File: src/rtl/multicycle_control_if.sv
// rtl/multicycle_control_if.sv - controller-to-datapath control bundle
//
// Purpose: groups the opcode/memory-ready inputs and every datapath control
// output of the multi-cycle MIPS controller into one bundle.
// Ports (signals):
//   opcode, mem_ready           datapath -> controller
//   pc_write .. pc_source       controller -> datapath enables and mux selects
//   illegal_op, state           controller status / debug
// Modports: master = controller side, slave = datapath side.
interface multicycle_control_if #(
   parameter int ALU_OP_W = 2
);
   logic [5:0]          opcode;
   logic                mem_ready;
   logic                pc_write;
   logic                pc_write_cond;
   logic                i_or_d;
   logic                mem_read;
   logic                mem_write;
   logic                ir_write;
   logic                reg_dst;
   logic                mem_to_reg;
   logic                reg_write;
   logic                alu_src_a;
   logic [1:0]          alu_src_b;
   logic [ALU_OP_W-1:0] alu_op;
   logic [1:0]          pc_source;
   logic                illegal_op;
   logic [3:0]          state;

   modport master (
      input  opcode, mem_ready,
      output pc_write, pc_write_cond, i_or_d, mem_read, mem_write, ir_write,
             reg_dst, mem_to_reg, reg_write, alu_src_a, alu_src_b, alu_op,
             pc_source, illegal_op, state
   );

   modport slave (
      output opcode, mem_ready,
      input  pc_write, pc_write_cond, i_or_d, mem_read, mem_write, ir_write,
             reg_dst, mem_to_reg, reg_write, alu_src_a, alu_src_b, alu_op,
             pc_source, illegal_op, state
   );
endinterface

File: src/rtl/multicycle_control.sv
// rtl/multicycle_control.sv - multi-cycle MIPS main control FSM
//
// Purpose: steps each instruction through FETCH/DECODE/EXEC/MEM/WB and drives
// the datapath enables and mux selects each cycle. FETCH, MREAD and MWRITE
// wait on mem_ready when WAIT_MEM is set.
// Ports:
//   clk  rising-edge clock
//   rst  asynchronous active-high reset; forces all outputs to 0 while high
//   bus  control bundle (master side): opcode/mem_ready in, controls/state out
module multicycle_control #(
   parameter int ALU_OP_W    = 2,
   parameter int WAIT_MEM    = 1,
   parameter int ENABLE_J    = 1,
   parameter int ENABLE_ADDI = 1
) (
   input  logic                  clk,
   input  logic                  rst,
   multicycle_control_if.master  bus
);
   localparam logic [3:0] S_FETCH  = 4'd0;
   localparam logic [3:0] S_DECODE = 4'd1;
   localparam logic [3:0] S_MADDR  = 4'd2;
   localparam logic [3:0] S_MREAD  = 4'd3;
   localparam logic [3:0] S_MWB    = 4'd4;
   localparam logic [3:0] S_MWRITE = 4'd5;
   localparam logic [3:0] S_EXEC   = 4'd6;
   localparam logic [3:0] S_RWB    = 4'd7;
   localparam logic [3:0] S_BRANCH = 4'd8;
   localparam logic [3:0] S_JUMP   = 4'd9;
   localparam logic [3:0] S_AEXEC  = 4'd10;
   localparam logic [3:0] S_AWB    = 4'd11;

   localparam logic [5:0] OP_R    = 6'b000000;
   localparam logic [5:0] OP_LW   = 6'b100011;
   localparam logic [5:0] OP_SW   = 6'b101011;
   localparam logic [5:0] OP_BEQ  = 6'b000100;
   localparam logic [5:0] OP_J    = 6'b000010;
   localparam logic [5:0] OP_ADDI = 6'b001000;

   logic [3:0]          state;
   logic [3:0]          state_nx;
   logic [5:0]          op_q;
   logic                mem_rdy;
   logic                illegal;
   logic [ALU_OP_W-1:0] alu_op_v;

   // Without memory waits every memory access completes in its first cycle.
   assign mem_rdy = (WAIT_MEM == 0) ? 1'b1 : bus.mem_ready;

   always_ff @(posedge clk or posedge rst) begin
      if (rst) begin
         state <= S_FETCH;
         op_q  <= '0;
      end else begin
         state <= state_nx;
         // MADDR must pick lw/sw from the opcode seen in DECODE, not a later IR value.
         if (state == S_DECODE)
            op_q <= bus.opcode;
      end
   end

   always_comb begin
      state_nx = S_FETCH;
      illegal  = 1'b0;
      case (state)
         S_FETCH:  state_nx = mem_rdy ? S_DECODE : S_FETCH;
         S_DECODE: begin
            case (bus.opcode)
               OP_R:         state_nx = S_EXEC;
               OP_LW, OP_SW: state_nx = S_MADDR;
               OP_BEQ:       state_nx = S_BRANCH;
               OP_J:         if (ENABLE_J != 0) state_nx = S_JUMP;
                             else illegal = 1'b1;
               OP_ADDI:      if (ENABLE_ADDI != 0) state_nx = S_AEXEC;
                             else illegal = 1'b1;
               default:      illegal = 1'b1;
            endcase
         end
         S_MADDR:  state_nx = (op_q == OP_LW) ? S_MREAD : S_MWRITE;
         S_MREAD:  state_nx = mem_rdy ? S_MWB : S_MREAD;
         S_MWRITE: state_nx = mem_rdy ? S_FETCH : S_MWRITE;
         S_EXEC:   state_nx = S_RWB;
         S_AEXEC:  state_nx = S_AWB;
         default:  state_nx = S_FETCH;
      endcase
   end

   always_comb begin
      bus.pc_write      = 1'b0;
      bus.pc_write_cond = 1'b0;
      bus.i_or_d        = 1'b0;
      bus.mem_read      = 1'b0;
      bus.mem_write     = 1'b0;
      bus.ir_write      = 1'b0;
      bus.reg_dst       = 1'b0;
      bus.mem_to_reg    = 1'b0;
      bus.reg_write     = 1'b0;
      bus.alu_src_a     = 1'b0;
      bus.alu_src_b     = 2'd0;
      bus.pc_source     = 2'd0;
      bus.illegal_op    = 1'b0;
      alu_op_v          = '0;
      // Reset overrides decode so no write can escape while rst is high.
      if (!rst) begin
         case (state)
            S_FETCH: begin
               bus.mem_read  = 1'b1;
               bus.alu_src_b = 2'd1;
               bus.ir_write  = mem_rdy;
               bus.pc_write  = mem_rdy;
            end
            S_DECODE: begin
               bus.alu_src_b  = 2'd3;
               bus.illegal_op = illegal;
            end
            S_MADDR, S_AEXEC: begin
               bus.alu_src_a = 1'b1;
               bus.alu_src_b = 2'd2;
            end
            S_MREAD: begin
               bus.mem_read = 1'b1;
               bus.i_or_d   = 1'b1;
            end
            S_MWB: begin
               bus.reg_write  = 1'b1;
               bus.mem_to_reg = 1'b1;
            end
            S_MWRITE: begin
               bus.mem_write = 1'b1;
               bus.i_or_d    = 1'b1;
            end
            S_EXEC: begin
               bus.alu_src_a = 1'b1;
               alu_op_v[1:0] = 2'b10;
            end
            S_RWB: begin
               bus.reg_write = 1'b1;
               bus.reg_dst   = 1'b1;
            end
            S_BRANCH: begin
               bus.alu_src_a     = 1'b1;
               alu_op_v[1:0]     = 2'b01;
               bus.pc_write_cond = 1'b1;
               bus.pc_source     = 2'd1;
            end
            S_JUMP: begin
               bus.pc_write  = 1'b1;
               bus.pc_source = 2'd2;
            end
            S_AWB:   bus.reg_write = 1'b1;
            default: ;
         endcase
      end
      bus.alu_op = alu_op_v;
   end

   assign bus.state = state;
endmodule

File: src/flat_wrapper.sv
// flat-port wrapper written by rule: the top's interface ports become plain ports
module multicycle_control_flat 
#(
   parameter int ALU_OP_W    = 2,
   parameter int WAIT_MEM    = 1,
   parameter int ENABLE_J    = 1,
   parameter int ENABLE_ADDI = 1
)
  (clk, rst, bus_opcode, bus_mem_ready, bus_pc_write, bus_pc_write_cond, bus_i_or_d, bus_mem_read, bus_mem_write, bus_ir_write, bus_reg_dst, bus_mem_to_reg, bus_reg_write, bus_alu_src_a, bus_alu_src_b, bus_alu_op, bus_pc_source, bus_illegal_op, bus_state);
  multicycle_control_if #(.ALU_OP_W(ALU_OP_W)) bus_i ();
  input  logic clk;
  input  logic rst;
  input wire logic [$bits(bus_i.opcode)-1:0] bus_opcode;
  input wire logic [$bits(bus_i.mem_ready)-1:0] bus_mem_ready;
  output wire logic [$bits(bus_i.pc_write)-1:0] bus_pc_write;
  output wire logic [$bits(bus_i.pc_write_cond)-1:0] bus_pc_write_cond;
  output wire logic [$bits(bus_i.i_or_d)-1:0] bus_i_or_d;
  output wire logic [$bits(bus_i.mem_read)-1:0] bus_mem_read;
  output wire logic [$bits(bus_i.mem_write)-1:0] bus_mem_write;
  output wire logic [$bits(bus_i.ir_write)-1:0] bus_ir_write;
  output wire logic [$bits(bus_i.reg_dst)-1:0] bus_reg_dst;
  output wire logic [$bits(bus_i.mem_to_reg)-1:0] bus_mem_to_reg;
  output wire logic [$bits(bus_i.reg_write)-1:0] bus_reg_write;
  output wire logic [$bits(bus_i.alu_src_a)-1:0] bus_alu_src_a;
  output wire logic [$bits(bus_i.alu_src_b)-1:0] bus_alu_src_b;
  output wire logic [$bits(bus_i.alu_op)-1:0] bus_alu_op;
  output wire logic [$bits(bus_i.pc_source)-1:0] bus_pc_source;
  output wire logic [$bits(bus_i.illegal_op)-1:0] bus_illegal_op;
  output wire logic [$bits(bus_i.state)-1:0] bus_state;
  assign bus_i.opcode = bus_opcode;
  assign bus_i.mem_ready = bus_mem_ready;
  assign bus_pc_write = bus_i.pc_write;
  assign bus_pc_write_cond = bus_i.pc_write_cond;
  assign bus_i_or_d = bus_i.i_or_d;
  assign bus_mem_read = bus_i.mem_read;
  assign bus_mem_write = bus_i.mem_write;
  assign bus_ir_write = bus_i.ir_write;
  assign bus_reg_dst = bus_i.reg_dst;
  assign bus_mem_to_reg = bus_i.mem_to_reg;
  assign bus_reg_write = bus_i.reg_write;
  assign bus_alu_src_a = bus_i.alu_src_a;
  assign bus_alu_src_b = bus_i.alu_src_b;
  assign bus_alu_op = bus_i.alu_op;
  assign bus_pc_source = bus_i.pc_source;
  assign bus_illegal_op = bus_i.illegal_op;
  assign bus_state = bus_i.state;
  multicycle_control #(.ALU_OP_W(ALU_OP_W), .WAIT_MEM(WAIT_MEM), .ENABLE_J(ENABLE_J), .ENABLE_ADDI(ENABLE_ADDI)) u_core (.clk(clk), .rst(rst), .bus(bus_i));
endmodule
File: config.mk
export PLATFORM = sky130hd
export DESIGN_NAME = multicycle_control_flat
export DESIGN_NICKNAME = d
export VERILOG_FILES = /design/src/rtl/multicycle_control_if.sv /design/src/rtl/multicycle_control.sv /design/src/flat_wrapper.sv
export SDC_FILE = /design/constraint.sdc
export NUM_CORES = 1
export LEC_CHECK = 0
export CAP_MARGIN = 20
export CORE_UTILIZATION = 39
export CTS_CLUSTER_DIAMETER = 100
export DETAILED_ROUTE_END_ITERATION = 10
export HOLD_SLACK_MARGIN = 0.08
export PLACE_DENSITY = 0.77
export SYNTH_ARGS = -nofsm -noshare
export SYNTH_HDL_FRONTEND = slang
export SYNTH_SLANG_ARGS = --single-unit
File: constraint.sdc
create_clock -name clk -period 1.6 [get_ports clk]
set_clock_uncertainty 0.2 [all_clocks]
set_input_delay 0.32 -clock clk [delete_from_list [all_inputs] [get_ports clk]]
set_output_delay 0.32 -clock clk [all_outputs]
set_load 0.02 [all_outputs]
==> summary.md, run 1 <==
| Metric | Value |
|---|---|
| Gate count of the mapped netlist | 90 |
| Fraction of post-synthesis cell area in the top cell type by area | 31.2% |
| Initial Util | 41.4% |
| Die Y | 47.4 µm |
| Synth warn | 0 |
| Initial antenna violation count | 0 |
| Maximum number of pins on one net before global-route repair | 17 |
| Number of levels in the clock H-tree | 1 |
| Predominant post-synthesis flop cell | dfrtp_1 |
| Synth Cell Area | 803 µm² |
| I/O pin count | 30 |
| Final HPWL from detailed placement | 1980 µm |
| Synthesized Nets | 99 |
| Worst endpoint type | top-level output |
| Step where the flow halted | global routing |
| Share of the yosys chip area belonging to registers | 31.2% |
| Clk Tree Root Cell | clkbuf_4 |
| Total of hold buffers inserted after clock tree synthesis | 0 |
| Number of enable-type register cells in the synthesized netlist | 0 |
| Horizontal die dimension | 47.4 µm |
| Final GP Congestion | 0.834 |
| Maximum buffer depth of the clock tree | 2 |
| Count of cell types in the netlist | 38 |
| Clock sinks | 10 |
| Number of buffers added by the clock tree synthesis step | 3 |
| Post-synth ARST share | 100% |
| Pin ending the worst setup path after global-route repair | bus_illegal_op |
| Leading cell types by total area after synthesis | dfrtp_1 31%, mux2_2 8.4%, nor3_1 5.0% |
| Run status | did not finish |
| Std-Cell Rows | 16 |
| Cell type with the highest aggregate area in the netlist | dfrtp_1 |
| Error msg | [ERROR DPL-0033] detailed placement checks failed during check placement. |
| Average cell area after synthesis | 8.93 µm² |
| Flip-flop and latch count after synthesis | 10 |
| Number of port buffers | 29 |
[synthesized netlist by cell type (2+ instances only)]
| master | count |
|---|---|
| nor3b_1 | 2 |
| nor2b_1 | 3 |
| o311ai_1 | 2 |
| mux2_2 | 6 |
| buf_2 | 5 |
| nor4_1 | 6 |
| nor3_1 | 8 |
| nand2b_1 | 5 |
| dfrtp_1 | 10 |
| nor4b_1 | 2 |
| clkbuf_1 | 3 |
| o21ai_0 | 3 |
| and3_1 | 2 |
| nor2_1 | 6 |
| or2_2 | 2 |
| o211ai_1 | 3 |
[stage by stage]
step / setup WS, ns / std cells / instance area (µm²)
after floorplan: -0.370 / 90 / 1010
after global placement: -0.929 / 173 / 1530
after detailed placement: -0.996 / 173 / 1530
after CTS: -0.452 / 188 / 1720
[cell families after synthesis]
kind of cell | count (synthesis) | share of synthesized area [%]
simple gates | 45 | 36.4
xor+xnor | 2 | 2.18
buf+inv | 11 | 7.32
mux | 6 | 8.41
flops | 10 | 31.2
compound gates | 16 | 14.5
[timing repair]
action / in CTS
buffers inserted: 12
endpoints found under the hold margin: 0
pin swaps: 6
endpoints found under the setup margin: 31
resized for setup: 141
==> run 2, diff against run 1 <==
--- a/config.mk
+++ b/config.mk
@@ -6,11 +6,10 @@
 export NUM_CORES = 1
 export LEC_CHECK = 0
 export CAP_MARGIN = 20
-export CORE_UTILIZATION = 39
-export CTS_CLUSTER_DIAMETER = 100
+export CORE_AREA = 2 2 63 65
 export DETAILED_ROUTE_END_ITERATION = 10
-export HOLD_SLACK_MARGIN = 0.08
-export PLACE_DENSITY = 0.77
+export DIE_AREA = 0 0 65 67
+export PLACE_DENSITY_LB_ADDON = 0.15
 export SYNTH_ARGS = -nofsm -noshare
 export SYNTH_HDL_FRONTEND = slang
 export SYNTH_SLANG_ARGS = --single-unit
==> constraint.sdc (replaced) <==
create_clock -name clk -period 2.1 [get_ports clk]
set_clock_uncertainty 0.2 [all_clocks]
set_input_delay 0.42 -clock clk [delete_from_list [all_inputs] [get_ports clk]]
set_output_delay 0.42 -clock clk [all_outputs]
set_load 0.02 [all_outputs]
==> run 2 against run 1 <==
Compared with the run above: the flow now finishes without violations; synthesized cell count is the same; area after synthesis is the same.
==> summary.md, run 2 <==
| Metric | Value |
|---|---|
| Startpoint-to-endpoint class of the critical path | reg2out |
| Number of nets still failing antenna checks after routing | 0 |
| Synth Cell Area | 803 µm² |
| Largest family of logic cells by synthesized area | simple AND/OR/NAND/NOR gates |
| Power per unit of standard cell area | 516 nW/µm² |
| Final GP Congestion | 0.733 |
| Xor and xnor area share after synthesis | 2.18% |
| TritonCTS clock tree | yes |
| Number of port buffers | 29 |
| Most frequent cell after synthesis | dfrtp_1 |
| Horizontal die dimension | 65 µm |
| Total inserted antenna cells | 0 |
| Wirelength per Cell | 12.9 µm |
| Hold_ws | 0.189 ns |
| Slowest-stage cell, CP | dfrtp_1 |
| Number of levels in the clock H-tree | 1 |
| Worst-Margin Slew | 0.416 ns |
| Final worst-path cycle share | 99.8% |
| # setup viols final | 0 |
| Iter 0 DRT Violations | 25 |
| Worst path max stage delay | 0.42 ns |
| Cell type with the highest aggregate area in the netlist | dfrtp_1 |
| Maximum number of pins on one net before global-route repair | 16 |
| Count of unresolved DRC violations after routing | 0 |
| Global route total overflow | 0 |
| Initial Util | 22.3% |
| Required time at the endpoint of the critical path | 1.48 ns |
| Initial antenna violation count | 0 |
| Maximum buffer depth of the clock tree | 2 |
| Max Freq | 477 MHz |
| Register-to-register setup slack | 0.28 ns |
| Post-synth top cells | 10 x dfrtp_1, 8 x nor3_1, 6 x mux2_2, 6 x nor2_1, 6 x nor4_1 |
| Die Y | 67 µm |
| Sequential cell area | 254 µm² |
| Wire length after detailed routing | 2480 µm |
| Wire length of the first global-routing pass | 4160 µm |
| Flip-flop count of the largest register after layout | 6 |
| Most common cell after layout, fill and taps aside | buf_4 |
| Average cell area after synthesis | 8.93 µm² |
| I/O pin count | 30 |
| Largest registers | u_core.op_q x6, u_core.bus.state x4 |
| Sort of element at the start of the critical path | flop |
| Flip-flop and latch count after synthesis | 10 |
| Layout filler cell count | 380 |
| Clock period minus worst slack | 2.10 ns |
| Die area | 4360 µm² |
| Overall fraction of global-route tracks in use | 12.4% |
| Source-to-sink clock delay at the later pin of the worst-skew pair | 0.23 ns |
| Synth Area in Compound Gates | 14.5% |
| Via-per-instance ratio | 4.60 |
| Footprint of the multi-input gates | 587 µm² |
| Leading cell types by total area after synthesis | dfrtp_1 31%, mux2_2 8.4%, nor3_1 5.0% |
| Final HPWL from detailed placement | 1940 µm |
| Multiplexer share of the synthesized area | 8.41% |
| Number of enable-type register cells in the synthesized netlist | 0 |
| Core box area | 3610 µm² |
| Share of cells above drive strength 1 | 54.5% |
| Number of global-route vias before repair | 879 |
| Crit path DAT | 1.48 ns |
| Number of violations of the max-capacitance limit | 0 |
| Final Slew Violations | 0 |
| Count of cell types in the netlist | 38 |
| Fraction of post-synthesis cell area in the top cell type by area | 31.2% |
| Number of search-and-repair iterations in the first detailed-routing pass | 3 |
| Vias post-DR | 888 |
| Number of buffers added by the clock tree synthesis step | 3 |
| CP Cell Sequence | buf_4 -> nor4b_4 -> and4_1 -> buf_4 |
| Total power | 0.735 mW |
| RSZ-0062 raised after global routing | yes |
| Type of the tightest min-delay check | in2async |
| Maximum vdd ir drop | 311 µV |
| Register ranked first by flip-flop count | u_core.op_q |
| Clk Tree Root Cell | clkbuf_8 |
| Most frequent cell on the critical path | buf_4 |
| Predominant post-synthesis flop cell | dfrtp_1 |
| Std-Cell Rows | 22 |
| Final net count | 156 |
| Synthesized Nets | 99 |
| Run status | finished, final reports clean |
| Highest-count cells in the layout ignoring fill and taps | 39 x buf_4, 9 x buf_2, 7 x dfrtp_1 |
| Reg-to-reg endpoint | u_core.bus.state[1]$_DFF_PP0_ |
| Share of the yosys chip area belonging to registers | 31.2% |
| Clock sinks | 10 |
| Adder-cell share of the synthesized area | 0% |
| Post-synthesis share of cell area spent on and, or, nand and nor gates | 36.4% |
| Source of the worst register-to-register timing path | u_core.bus.state[0]$_DFF_PP0_ |
| Leakage power figure | 0.642 nW |
| Area growth from synthesis to layout | 77.1% |
| Critical path endpoint category | primary output |
| Synth warn | 0 |
| Gate count of the mapped netlist | 90 |
| Final count of hold timing violations | 0 |
| Clock transition time at the flip-flop clock pins of the worst setup and hold paths | 0.05 ns |
| Worst Path Max Fanout | 5 |
| Post-synth ARST share | 100% |
| Slew HR | 71.8% |
| FF-to-FF path depth | 5 |
run 2: worst max-delay path: cells and delay by family (launching register included):
family	cells	cell delay [ns]
buffers and inverters	2	0.30
DFF	1	0.42
and+or+nand+nor	2	0.52
run 2: worst max path at each step:
stage | end | cells after the start | slack, ns | startpoint
after global routing | bus_illegal_op | 4 | -0.05 | u_core.bus.state[3]$_DFF_PP0_
after CTS | bus_illegal_op | 6 | -0.07 | bus_opcode[4]
after detailed placement | bus_illegal_op | 5 | -0.73 | bus_opcode[1]
final | bus_illegal_op | 4 | 0.004 | u_core.bus.state[3]$_DFF_PP0_
after floorplan | bus_pc_source[0] | 4 | -0.14 | u_core.bus.state[2]$_DFF_PP0_
after global placement | bus_illegal_op | 5 | -0.61 | bus_opcode[5]
run 2: layer usage:
metal / vias to the layer above / track usage [%] / part of all wire (%)
li1: 452 / - / -
met1: 416 / 16.3 / 49
met2: 20 / 20.9 / 46
met3: 0 / 2.70 / 4.4
met4: 0 / 2.39 / 0
met5: - / 0 / 0
run 2: cell families after synthesis:
logic type,Yosys count
XOR/XNOR,2
buffers and inverters,11
AND/OR/NAND/NOR,45
flip-flops,10
AO/OA/AOI/OAI,16
multiplexers,6
run 2: area by class of cell:
| type | count | share of cell area [%] |
|---|---|---|
| Sequential cell | 10 | 17.9 |
| Clock buffer | 3 | 2.90 |
| Inverter | 1 | 0.264 |
| Multi-Input combinational cell | 69 | 41.2 |
| Tap cell | 48 | 4.22 |
| Timing Repair Buffer | 62 | 33.5 |
run 2: report_power, final:
| group | internal, mW | switching [mW] | leakage [nW] |
|---|---|---|---|
| logic | 0.150 | 0.128 | 0.501 |
| clock network | 0.125 | 0.0710 | 0.0216 |
| registers | 0.234 | 0.0269 | 0.120 |
| total | 0.509 | 0.226 | 0.642 |
run 2: through the flow:
step                instance area, µm²  setup TNS [ns]  setup slack, ns  std cells  util (%)
global placement                  1370           -6.43           -0.609        188      38.0
detailed placement                1370           -7.15           -0.726        188      38.0
floorplan                          841          -0.273           -0.136         90         -
CTS                               1370          -0.114          -0.0686        192      37.9
finish                            1420               0          0.00391        193      39.5
global route                      1420         -0.0713          -0.0508        193      39.5
run 2: what timing repair did:
item / 4_1_cts / 5_1_grt
setup endpoints to repair: 19 / 12
gates resized for setup: 100 / 21
pin swaps: 2 / 2
gates cloned: 0 / 0
hold buffers: 0 / 0
buffers inserted: 1 / 1
Power figures use the tool's default switching activity.
==> run 3, diff against run 2 <==
--- a/config.mk
+++ b/config.mk
@@ -10,6 +10,7 @@
 export DETAILED_ROUTE_END_ITERATION = 10
 export DIE_AREA = 0 0 65 67
 export PLACE_DENSITY_LB_ADDON = 0.15
+export SKIP_CTS_REPAIR_TIMING = 1
 export SYNTH_ARGS = -nofsm -noshare
 export SYNTH_HDL_FRONTEND = slang
 export SYNTH_SLANG_ARGS = --single-unit
==> run 3 against run 2 <==
Compared with the run above: die area did not move; non-clock buffer count rose by 1; the flow now finishes with violations (setup timing); hold slack got worse by 0.0030 ns; critical path type unchanged; critical endpoint unchanged; routed wire length rose by 3.6%; utilization rose by 1.4 points; critical path depth did not move.
==> summary.md, run 3 (same netlist as run 2, synthesis figures left out) <==
| Metric | Value |
|---|---|
| Horizontal die dimension | 65 µm |
| Std-Cell Rows | 22 |
| Maximum buffer depth of the clock tree | 2 |
| Sort of element at the start of the critical path | flop |
| Share of cells above drive strength 1 | 51.4% |
| Slowest-stage cell, CP | dfrtp_2 |
| Critical path endpoint category | primary output |
| Type of the tightest min-delay check | in2async |
| Final HPWL from detailed placement | 1940 µm |
| Register ranked first by flip-flop count | u_core.op_q |
| Clock period minus worst slack | 2.10 ns |
| Initial antenna violation count | 0 |
| Worst Path Max Fanout | 6 |
| Required time at the endpoint of the critical path | 1.48 ns |
| I/O pin count | 30 |
| Total Negative Setup Slacks | -0.00386 ns |
| Count of unresolved DRC violations after routing | 0 |
| Source of the worst register-to-register timing path | u_core.bus.state[1]$_DFF_PP0_ |
| Global route total overflow | 0 |
| Register-to-register setup slack | 0.33 ns |
| Clock transition time at the flip-flop clock pins of the worst setup and hold paths | 0.05 ns |
| Final net count | 157 |
| Power per unit of standard cell area | 499 nW/µm² |
| Most common cell after layout, fill and taps aside | buf_4 |
| Vias post-DR | 900 |
| Number of port buffers | 29 |
| Clock sinks | 10 |
| FF-to-FF path depth | 4 |
| Internal power component | 0.512 mW |
| CP Cell Sequence | buf_4 -> nor4b_4 -> and4_1 -> buf_4 |
| Die Y | 67 µm |
| Leakage power figure | 0.755 nW |
| Largest registers | u_core.op_q x6, u_core.bus.state x4 |
| Wirelength per Cell | 13.3 µm |
| Maximum number of pins on one net before global-route repair | 16 |
| Crit path DAT | 1.48 ns |
| Run status | complete, but fails checks |
| Violated checks | setup timing |
| Wire length of the first global-routing pass | 4080 µm |
| # setup viols final | 1 |
| Combinational fraction of design power | 38.1% |
| Number of global-route vias before repair | 863 |
| Switching Share | 30.4% |
| Final core utilization | 40.9% |
| RSZ-0062 raised after global routing | yes |
| Final GP Congestion | 0.733 |
| Clk Tree Root Cell | clkbuf_8 |
| Final Slew Violations | 0 |
| Worst path max stage delay | 0.43 ns |
| Final count of hold timing violations | 0 |
| Number of violations of the max-capacitance limit | 0 |
| Startpoint-to-endpoint class of the critical path | reg2out |
| Most frequent cell on the critical path | buf_4 |
| Final worst-path cycle share | 100% |
| Slew HR | 71.9% |
| Total power | 0.735 mW |
| Hold_ws | 0.186 ns |
| Core box area | 3610 µm² |
| Overall fraction of global-route tracks in use | 12.1% |
| Net Switching | 0.223 mW |
| Reg-to-reg endpoint | u_core.op_q[1]$_DFFE_PP0P_ |
| Wire length after detailed routing | 2570 µm |
| Total inserted antenna cells | 0 |
| Maximum vdd ir drop | 312 µV |
| Sequential cell area | 254 µm² |
| Footprint of the multi-input gates | 577 µm² |
| TritonCTS clock tree | yes |
| Max Freq | 475 MHz |
| Clock group share of total power | 26.5% |
| Number of levels in the clock H-tree | 1 |
| Number of nets still failing antenna checks after routing | 0 |
| Iter 0 DRT Violations | 25 |
| Layout filler cell count | 375 |
| Number of buffers added by the clock tree synthesis step | 3 |
| Least setup slack across all paths after layout | -0.00386 ns |
| Die area | 4360 µm² |
| Initial Util | 22.3% |
| Sequential cell fraction of total power | 35.4% |
| Flip-flop count of the largest register after layout | 6 |
| Source-to-sink clock delay at the later pin of the worst-skew pair | 0.23 ns |
| Area growth from synthesis to layout | 83.5% |
| Via-per-instance ratio | 4.64 |
| Worst-Margin Slew | 0.415 ns |
| Number of search-and-repair iterations in the first detailed-routing pass | 2 |
| Highest-count cells in the layout ignoring fill and taps | 37 x buf_4, 13 x dlymetal6s2s_1, 7 x nor3_1, 7 x dfrtp_1 |
-- run 3: how the worst max path moves through the flow --
| stage | start | endpoint | slack (ns) | depth (start not counted) |
|---|---|---|---|---|
| 2_1_floorplan | u_core.bus.state[2]$_DFF_PP0_ | bus_pc_source[0] | -0.14 | 4 |
| 3_3_place_gp | bus_opcode[5] | bus_illegal_op | -0.61 | 5 |
| 3_5_place_dp | bus_opcode[1] | bus_illegal_op | -0.73 | 5 |
| 4_1_cts | bus_opcode[1] | bus_illegal_op | -0.73 | 5 |
| 5_1_grt | u_core.bus.state[1]$_DFF_PP0_ | bus_illegal_op | -0.06 | 4 |
| 6_report | u_core.bus.state[1]$_DFF_PP0_ | bus_illegal_op | -0.004 | 4 |
-- run 3: critical path: cells and delay by family, from the launching register on --
family                 cells  cell delay, ns
flip-flops                 1            0.43
buffers and inverters      2            0.30
AND/OR/NAND/NOR            2            0.52
-- run 3: metal layers --
metal | GRT usage, % | vias to the layer above | wire (µm)
met3 | 2.87 | 0 | 121
met2 | 19.6 | 20 | 1240
met5 | 0 | - | 0
met1 | 16.4 | 423 | 1210
met4 | 2.39 | 0 | 0
li1 | - | 457 | -
-- run 3: cell type report --
| cell class | instances | share of cell area (%) |
|---|---|---|
| Sequential cell | 10 | 17.2 |
| Tap cell | 48 | 4.07 |
| Clock buffer | 3 | 2.80 |
| Timing Repair Buffer | 63 | 36.5 |
| Inverter | 1 | 0.255 |
| Multi-Input combinational cell | 69 | 39.1 |
-- run 3: through the flow --
stage / worst slack, ns / instance area [µm²] / cells
2_1_floorplan: -0.136 / 841 / 90
3_3_place_gp: -0.609 / 1370 / 188
3_5_place_dp: -0.726 / 1370 / 188
4_1_cts: -0.728 / 1410 / 191
5_1_grt: -0.0600 / 1470 / 194
6_report: -0.00386 / 1470 / 194
-- run 3: power by group through the flow --
stage,clock (mW),combinational (mW),sequential (mW)
global placement,0,0.269,0.263
finish,0.195,0.280,0.261
floorplan,0,0.150,0.257
global route,0.216,0.305,0.265
detailed placement,0,0.272,0.262
CTS,0.205,0.272,0.259
==> run 4, diff against run 3 <==
--- a/config.mk
+++ b/config.mk
@@ -11,6 +11,7 @@
 export DIE_AREA = 0 0 65 67
 export PLACE_DENSITY_LB_ADDON = 0.15
 export SKIP_CTS_REPAIR_TIMING = 1
+export SLEW_MARGIN = 20
 export SYNTH_ARGS = -nofsm -noshare
 export SYNTH_HDL_FRONTEND = slang
 export SYNTH_SLANG_ARGS = --single-unit
==> results of run 4 <==
The final DEF is identical to that of run 3; final timing and power are the same.
